<file path="config.mk">
export PLATFORM = sky130hd
export DESIGN_NAME = addr_calc
export DESIGN_NICKNAME = d
export VERILOG_FILES = /design/src/rtl/addr_calc_pkg.sv /design/src/rtl/addr_calc.sv
export SDC_FILE = /design/constraint.sdc
export NUM_CORES = 1
export LEC_CHECK = 0
export BUFFER_PORTS_ARGS = -buffer_cell sky130_fd_sc_hd__clkbuf_2
export CAP_MARGIN = 20
export CELL_PAD_IN_SITES_DETAIL_PLACEMENT = 0
export CELL_PAD_IN_SITES_GLOBAL_PLACEMENT = 2
export CORE_MARGIN = 2
export CORE_UTILIZATION = 30
export CTS_BUF_LIST = sky130_fd_sc_hd__clkbuf_4 sky130_fd_sc_hd__clkbuf_8
export DETAILED_ROUTE_END_ITERATION = 7
export PLACE_DENSITY_LB_ADDON = 0.3
export SYNTH_ARGS = -nofsm -noshare
export SYNTH_HDL_FRONTEND = slang
export SYNTH_SLANG_ARGS = --single-unit
</file>
<file path="constraint.sdc">
create_clock -name clk -period 0.8 [get_ports clk]
set_input_delay 0.16 -clock clk [delete_from_list [all_inputs] [get_ports clk]]
set_output_delay 0.16 -clock clk [all_outputs]
set_load 0.02 [all_outputs]
</file>
<file path="src/rtl/addr_calc_pkg.sv">
// Shared field layout for the sprite/tile address generator, so display
// components assemble pattern and placement words identically.
package addr_calc_pkg;

  localparam int unsigned PAT_FIELD_W  = 16;
  localparam int unsigned PAT_INFO_W   = 5 * PAT_FIELD_W;
  localparam int unsigned SPR_COORD_W  = 10;
  localparam int unsigned SPR_RSVD_W   = 10;
  localparam int unsigned SPR_INFO_W   = 2 + 2 * SPR_COORD_W + SPR_RSVD_W;
  localparam int unsigned BEAM_W       = 10;
  localparam int unsigned ADDR_W       = 16;
  localparam int unsigned CMP_W        = 17;

  typedef struct packed {
    logic [PAT_FIELD_W-1:0] base;
    logic [PAT_FIELD_W-1:0] tile_w;
    logic [PAT_FIELD_W-1:0] tile_h;
    logic [PAT_FIELD_W-1:0] draw_w;
    logic [PAT_FIELD_W-1:0] draw_h;
  } pattern_info_t;

  typedef struct packed {
    logic                   en;
    logic                   flip;
    logic [SPR_COORD_W-1:0] x;
    logic [SPR_COORD_W-1:0] y;
    logic [SPR_RSVD_W-1:0]  rsvd;
  } sprite_info_t;

endpackage

</file>
<file path="src/rtl/addr_calc.sv">
// Per-pixel pattern-memory address generator: region hit test, tile wrap,
// optional horizontal flip, then one registered output stage.
module addr_calc
  import addr_calc_pkg::*;
(
  input  logic                  clk,
  input  logic                  reset,
  input  logic [PAT_INFO_W-1:0] pattern_info,
  input  logic [SPR_INFO_W-1:0] sprite_info,
  input  logic [BEAM_W-1:0]     hcount,
  input  logic [BEAM_W-1:0]     vcount,
  output logic [ADDR_W-1:0]     addr_output,
  output logic                  valid
);

  pattern_info_t     pat;
  sprite_info_t      spr;
  logic [CMP_W-1:0]  h_ext, v_ext, x_ext, y_ext, x_end, y_end;
  logic              hit;
  logic [ADDR_W-1:0] rx, ry, tx, ty, tw_mask, th_mask, row_off;
  logic [ADDR_W-1:0] addr_d, addr_q;
  logic              valid_d, valid_q;

  assign pat = pattern_info_t'(pattern_info);
  assign spr = sprite_info_t'(sprite_info);

  // 17-bit compare domain: x+DW and y+DH can never overflow.
  always_comb begin
    h_ext = CMP_W'(hcount);
    v_ext = CMP_W'(vcount);
    x_ext = CMP_W'(spr.x);
    y_ext = CMP_W'(spr.y);
    x_end = x_ext + CMP_W'(pat.draw_w);
    y_end = y_ext + CMP_W'(pat.draw_h);
    hit   = spr.en && (h_ext >= x_ext) && (h_ext < x_end)
                   && (v_ext >= y_ext) && (v_ext < y_end);
  end

  // NOTE: every combinational output gets a default first so no path through
  // the block can leave a value unassigned and infer a latch.
  always_comb begin
    rx      = '0;
    ry      = '0;
    tx      = '0;
    ty      = '0;
    row_off = '0;
    tw_mask = pat.tile_w - 16'd1;
    th_mask = pat.tile_h - 16'd1;
    addr_d  = '0;
    valid_d = 1'b0;
    if (hit) begin
      rx      = ADDR_W'(hcount) - ADDR_W'(spr.x);
      ry      = ADDR_W'(vcount) - ADDR_W'(spr.y);
      tx      = rx & tw_mask;
      ty      = ry & th_mask;
      // Flip mirrors within the tile, so it acts on the already-wrapped column.
      if (spr.flip) begin
        tx = tw_mask - tx;
      end
      row_off = ty * pat.tile_w;
      addr_d  = pat.base + row_off + tx;
      valid_d = 1'b1;
    end
  end

  // NOTE: sequential state uses non-blocking assignments so every flop samples
  // the pre-edge value of its inputs, independent of statement order.
  always_ff @(posedge clk or negedge reset) begin
    if (!reset) begin
      addr_q  <= '0;
      valid_q <= 1'b0;
    end else begin
      addr_q  <= addr_d;
      valid_q <= valid_d;
    end
  end

  assign addr_output = addr_q;
  assign valid       = valid_q;

endmodule

</file>
== Yosys cells after proc, flatten, opt, wreduce, memory -nomap -nowiden ==
Cells that the tools add are included.
Word-level totals
  register bits: 17
  logic and storage cells: 26
Operators by class
  mux-type cells: 4
  $add $sub $neg: 9
  reductions and logical operators: 4
  $lt $le $gt $ge: 4
  $mul: 1
  bitwise logic cells: 2
Operator list (count)
  16-bit 2-to-1 mux: 3
  10-bit by 16-bit adder with 17-bit output: 2
  10-bit by 17-bit < comparator with 1-bit output: 2
  16-bit adder: 2
  16-bit AND: 2
  16-bit by 1-bit subtractor with 16-bit output (second input constant): 2
  10-bit by 10-bit subtractor with 11-bit output: 2
  10-bit greater-or-equal comparator: 2
  16-bit by 16-bit multiplier with 16-bit output: 1
  16-bit subtractor: 1
  1-bit logical AND: 4
  1-bit 2-to-1 mux: 1

== Longest topological paths before layout ==
  depth in word-level cells: 8
  mapped depth: 33
  gate-level depth less buffers: 33

== Worst setup path after synthesis ==
Ideal clock, no wire load.
  kind: in2reg
  start point: input hcount[0]
  end point: register addr_q[15], in the netlist addr_output[15]
  stages: 28
  library setup time: 0.119 ns
  data arrival time: 6.959 ns
  setup slack: -6.278 ns
  cell sequence: inv_1 > ha_1 > inv_1 > fa_1 > or2_2 > ha_1 > nand2b_1 > nor3b_1 > o221a_2 > o2111ai_1 > o21bai_1 > o41ai_1 > nor3_1 > fa_1 > inv_1 > fa_1 > fa_1 > inv_1 > fa_1 > fa_1 > inv_1 > ha_1 > or3_1 > a211oi_1 > nor3_1 > xnor2_1 > xnor3_1 > and2_1
Between the ends
  longest elaborated chain between the ends: 7
  elaborated cells between the ends (all ways): 13
RTL lines
  start, declared: RTL line addr_calc.sv:10  | input logic [BEAM_W-1:0] hcount,
  10-bit by 10-bit subtractor with 11-bit output: RTL line addr_calc.sv:52  | rx = ADDR_W'(hcount) - ADDR_W'(spr.x);
  16-bit AND: RTL line addr_calc.sv:54  | tx = rx & tw_mask;
  16-bit subtractor: RTL line addr_calc.sv:58  | tx = tw_mask - tx;
  16-bit 2-to-1 mux: RTL line addr_calc.sv:57  | if (spr.flip) begin
  16-bit 2-to-1 mux: RTL line addr_calc.sv:51  | if (hit) begin
  16-bit adder: RTL line addr_calc.sv:61  | addr_d = pat.base + row_off + tx;
  16-bit 2-to-1 mux *: RTL line addr_calc.sv:51
  named net addr_d[15]: RTL line addr_calc.sv:21  | logic [ADDR_W-1:0] addr_d, addr_q;
  end signal, assigned: RTL line addr_calc.sv:73  | addr_q <= addr_d;
  end, declared: RTL line addr_calc.sv:21
Mark *: on every way through the listed nets, which the timed path passes. The rest lies on a longest branch. The select of a mux whose other input is x is not followed.

== Worst setup path after layout ==
  start point: input vcount[0]
  end point: register addr_q[15], in the netlist addr_output[15]
Between the ends
  longest elaborated chain between the ends: 6
  elaborated cells between the ends (all ways): 10
RTL lines
  start, declared: RTL line addr_calc.sv:11  | input logic [BEAM_W-1:0] vcount,
  10-bit by 10-bit subtractor with 11-bit output: RTL line addr_calc.sv:53  | ry = ADDR_W'(vcount) - ADDR_W'(spr.y);
  16-bit AND: RTL line addr_calc.sv:55  | ty = ry & th_mask;
  16-bit by 16-bit multiplier with 16-bit output: RTL line addr_calc.sv:60  | row_off = ty * pat.tile_w;
  16-bit adder (2 in a row): RTL line addr_calc.sv:61
  16-bit 2-to-1 mux *: RTL line addr_calc.sv:51
  named net addr_d[15]: RTL line addr_calc.sv:21
Mark *: on every way through the listed nets, which the timed path passes. The rest lies on a longest branch.

==> summary.txt <==
Clocking
  • CTS tree: yes
  • Worst-case clock buffer depth: 2
  • Total CTS buffers: 3
  • Clock Pin Slew Worst Setup and Hold Paths: 0.07 ns
  • Clock H-tree levels: 1
  • Root buf cell: clkbuf_8
  • Clock sink count: 17

Timing
  • RSZ-0062 raised after global routing: true
  • Final Hold Fails: 0
  • Hold_ws: 0.3215 ns
  • Worst slew margin: between 60% and 70%
  • Worst-margin pin slew: 0.5355 ns
  • Min Tclk post-route: 6.700 ns
  • Period utilization: 837.5%
  • Final setup fails: 34
  • Max-slew violation count: 0
  • Worst setup margin: -5.900 ns
  • F_max: 0.1492 GHz

Detailed routing
  • Initial DRC Count: 206
  • Drt drc: 0
  • Initial DRT Pass Iterations: 4
  • Via Count: 8,064
  • Routed WL: between 20,000 and 30,000 um
  • Vias per cell: 4.428
  • Routed len/inst: around 15 um
  • Detail Route Antenna Nets: 0

Worst hold path
  • Hold Crit Start: pattern_info[64]
  • Hold Path Depth: 3
  • Worst Hold Class: input port to register

Critical path
  • CP required: 0.95 ns
  • Slowest cell on crit path: fa_1
  • Kind of critical path: input port to register
  • CP Capture Type: register
  • Levels on crit path: 34
  • Crit path buffers/inverters: 8
  • Slowest stage delay, CP: ~0.53 ns
  • Crit path launch: vcount[0]
  • Most Frequent Cell on Critical Path: xnor2_1
  • Critical path's top delay family: adder cells
  • Crit path DAT: 6.85 ns
  • Critical-path maximum fanout: 5
  • Worst Setup Start Kind: input port

Synthesis
  • Yosys warning count: 0
  • Synth Cell Area: roughly 0.0084 sq mm
  • Post-synth top area share: 26.81%
  • EDFF count, synth: 0
  • Mapped Nets: between 1,000 and 1,500
  • Synth unique cells: 61
  • Syn Inst Count: 1,016
  • Ys flop type: dfrtp_1
  • Sequential share of the synthesized area: between 5 and 6%
  • Asr flop ratio synth: 100.0%
  • #FFs+latches synth: 17
  • Largest area contributor in the netlist: fa_1
  • Synth area leaders: fa_1 (27%), ha_1 (17%), inv_1 (8.5%)
  • Avg Cell Area, Syn: 8.230 sq um

Global routing
  • GRT Residual Overflow: 0
  • GRT Util Overall: 19.07%
  • GR peak layer: met2
  • Initial antenna violation count: 1
  • GR Util met3: 1.804%
  • Vias in the first global route: 8,826
  • First-pass GRT wire length: 43,810 um
  • Pin count of the biggest net entering global routing: 18
  • GR met2 Demand/Resource: 37.07%
  • Global Route met1 Usage: between 20% and 30%

Finish
  • Commonest non-fill, non-tap cells in the layout: buf_4 (280), inv_1 (168), clkbuf_2 (119)
  • Leading cell type in the layout, fill and taps excluded: buf_4
  • Diode count: 0
  • Final core occ: 46.86%
  • Area delta synth->final: 54.84%
  • Fill count: 2,773
  • Fraction of layout cells with a size suffix above 1: around 42%
  • Fin nets: 1,802

Status
  • Status: finished, violations left
  • Failing checks: negative setup slack

Pwr
  • P_leak: 6.562 nW
  • Pwr/cell area: ~3200 mW/mm^2
  • Peak supply drop: 3.240 mV

Placement
  • Pre-CTS setup slack: -6.253 ns
  • Detailed-placement wirelength estimate: 23,980 um
  • GP Congestion: ~0.87
  • PortBufs: 140

Floorplan
  • Starting Density: between 30 and 40%
  • Row count: 61
  • Core area: approximately 0.028 sq mm
  • Die X-Extent: 171.0 um
  • Die Y: 171.0 um
  • Ports: 151
  • DIE AREA: around 0.03 sq mm

Flow run
  • Max-cap violations: 0
## cells in the mapped netlist, drive strengths merged (17+ instances only)
| library cell | instances |
|---|---|
| a21o | 17 |
| a21oi | 41 |
| and2 | 56 |
| clkbuf | 23 |
| dfrtp | 17 |
| fa | 112 |
| ha | 112 |
| inv | 192 |
| nand2 | 112 |
| nor2 | 43 |
| nor3 | 33 |
| o21ai | 24 |
| xnor2 | 67 |
| xor2 | 32 |
## cells by family (layout without fill, tap and decap cells)
kind of cell | Yosys count | count (layout) | share of synthesized area (%)
flip-flops | 17 | 17 | 5.088
AND/OR/NAND/NOR | 319 | 319 | 19.29
XOR/XNOR | 100 | 100 | 10.64
multiplexers | 3 | 3 | 0.4189
other | 1 | 1 | 0.04485
AO/OA/AOI/OAI | 135 | 135 | 11.10
buffers and inverters | 217 | 644 | 9.846
adder cells (fa/ha/maj) | 224 | 224 | 43.57
## path summary, 6_finish.rpt
kind	to	slack (ns)
worst min-delay path	addr_output[0]$_DFF_PN0_	0.32
max in group asynchronous	addr_output[9]$_DFF_PN0_	0.22
worst max-delay path	addr_output[15]$_DFF_PN0_	-5.90
min in group asynchronous	addr_output[4]$_DFF_PN0_	0.39
## report_power, final
group | internal (W) | switching (W)
combinational | 0.0221 | 0.0180
sequential | 0.00104 | 0.0000783
clock | 0.000347 | 0.000332
total | 0.0235 | 0.0184
## repair_timing
| item | 4_1_cts | 5_1_grt |
|---|---|---|
| cloned | 1 | 0 |
| buffers inserted | 14 | 12 |
| resized for setup | 75 | 90 |
| endpoints found under the hold margin | 17 | 0 |
| pin swaps | 77 | 38 |
| hold buffers | 1 | 0 |
| endpoints found under the setup margin | 34 | 34 |
## per-stage QoR
step	setup TNS, ns	std cells	power [W]	area [sq um]
floorplan	-67.33	1016	0.02476	8783
detailed placement	-81.45	1797	0.03571	12050
global placement	-80.82	1797	0.03541	12050
global route	-79.03	1821	0.04624	12950
CTS	-75.59	1815	0.03981	12600
finish	-74.97	1821	0.04198	12950
## tightest hold or removal path, stage by stage
cell and delay (ns):
clkbuf_2 0.09, fa_1 0.17, and2_4 0.13
## metal layers
metal / vias to the layer above / wire (um)
li1: 4102 / -
met1: 3827 / 11440
met2: 109 / 14300
met3: 24 / 836
met4: 2 / 361
met5: - / 11
## sequential cells by signal (all words and copies together) (netlist names)
name / cells
valid: 1
addr_output: 16
## layout make-up
class / count / area, sq um / area share, %
clock inverter: 1 / 5.005 / 0.03865
clock buffer: 3 / 41.29 / 0.3189
tap: 378 / 473.0 / 3.653
sequential: 17 / 425.4 / 3.286
timing repair buffer: 448 / 3334 / 25.75
multi-input combinational: 782 / 7920 / 61.17
inverter: 192 / 748.2 / 5.779
Power figures use the tool's default switching activity.
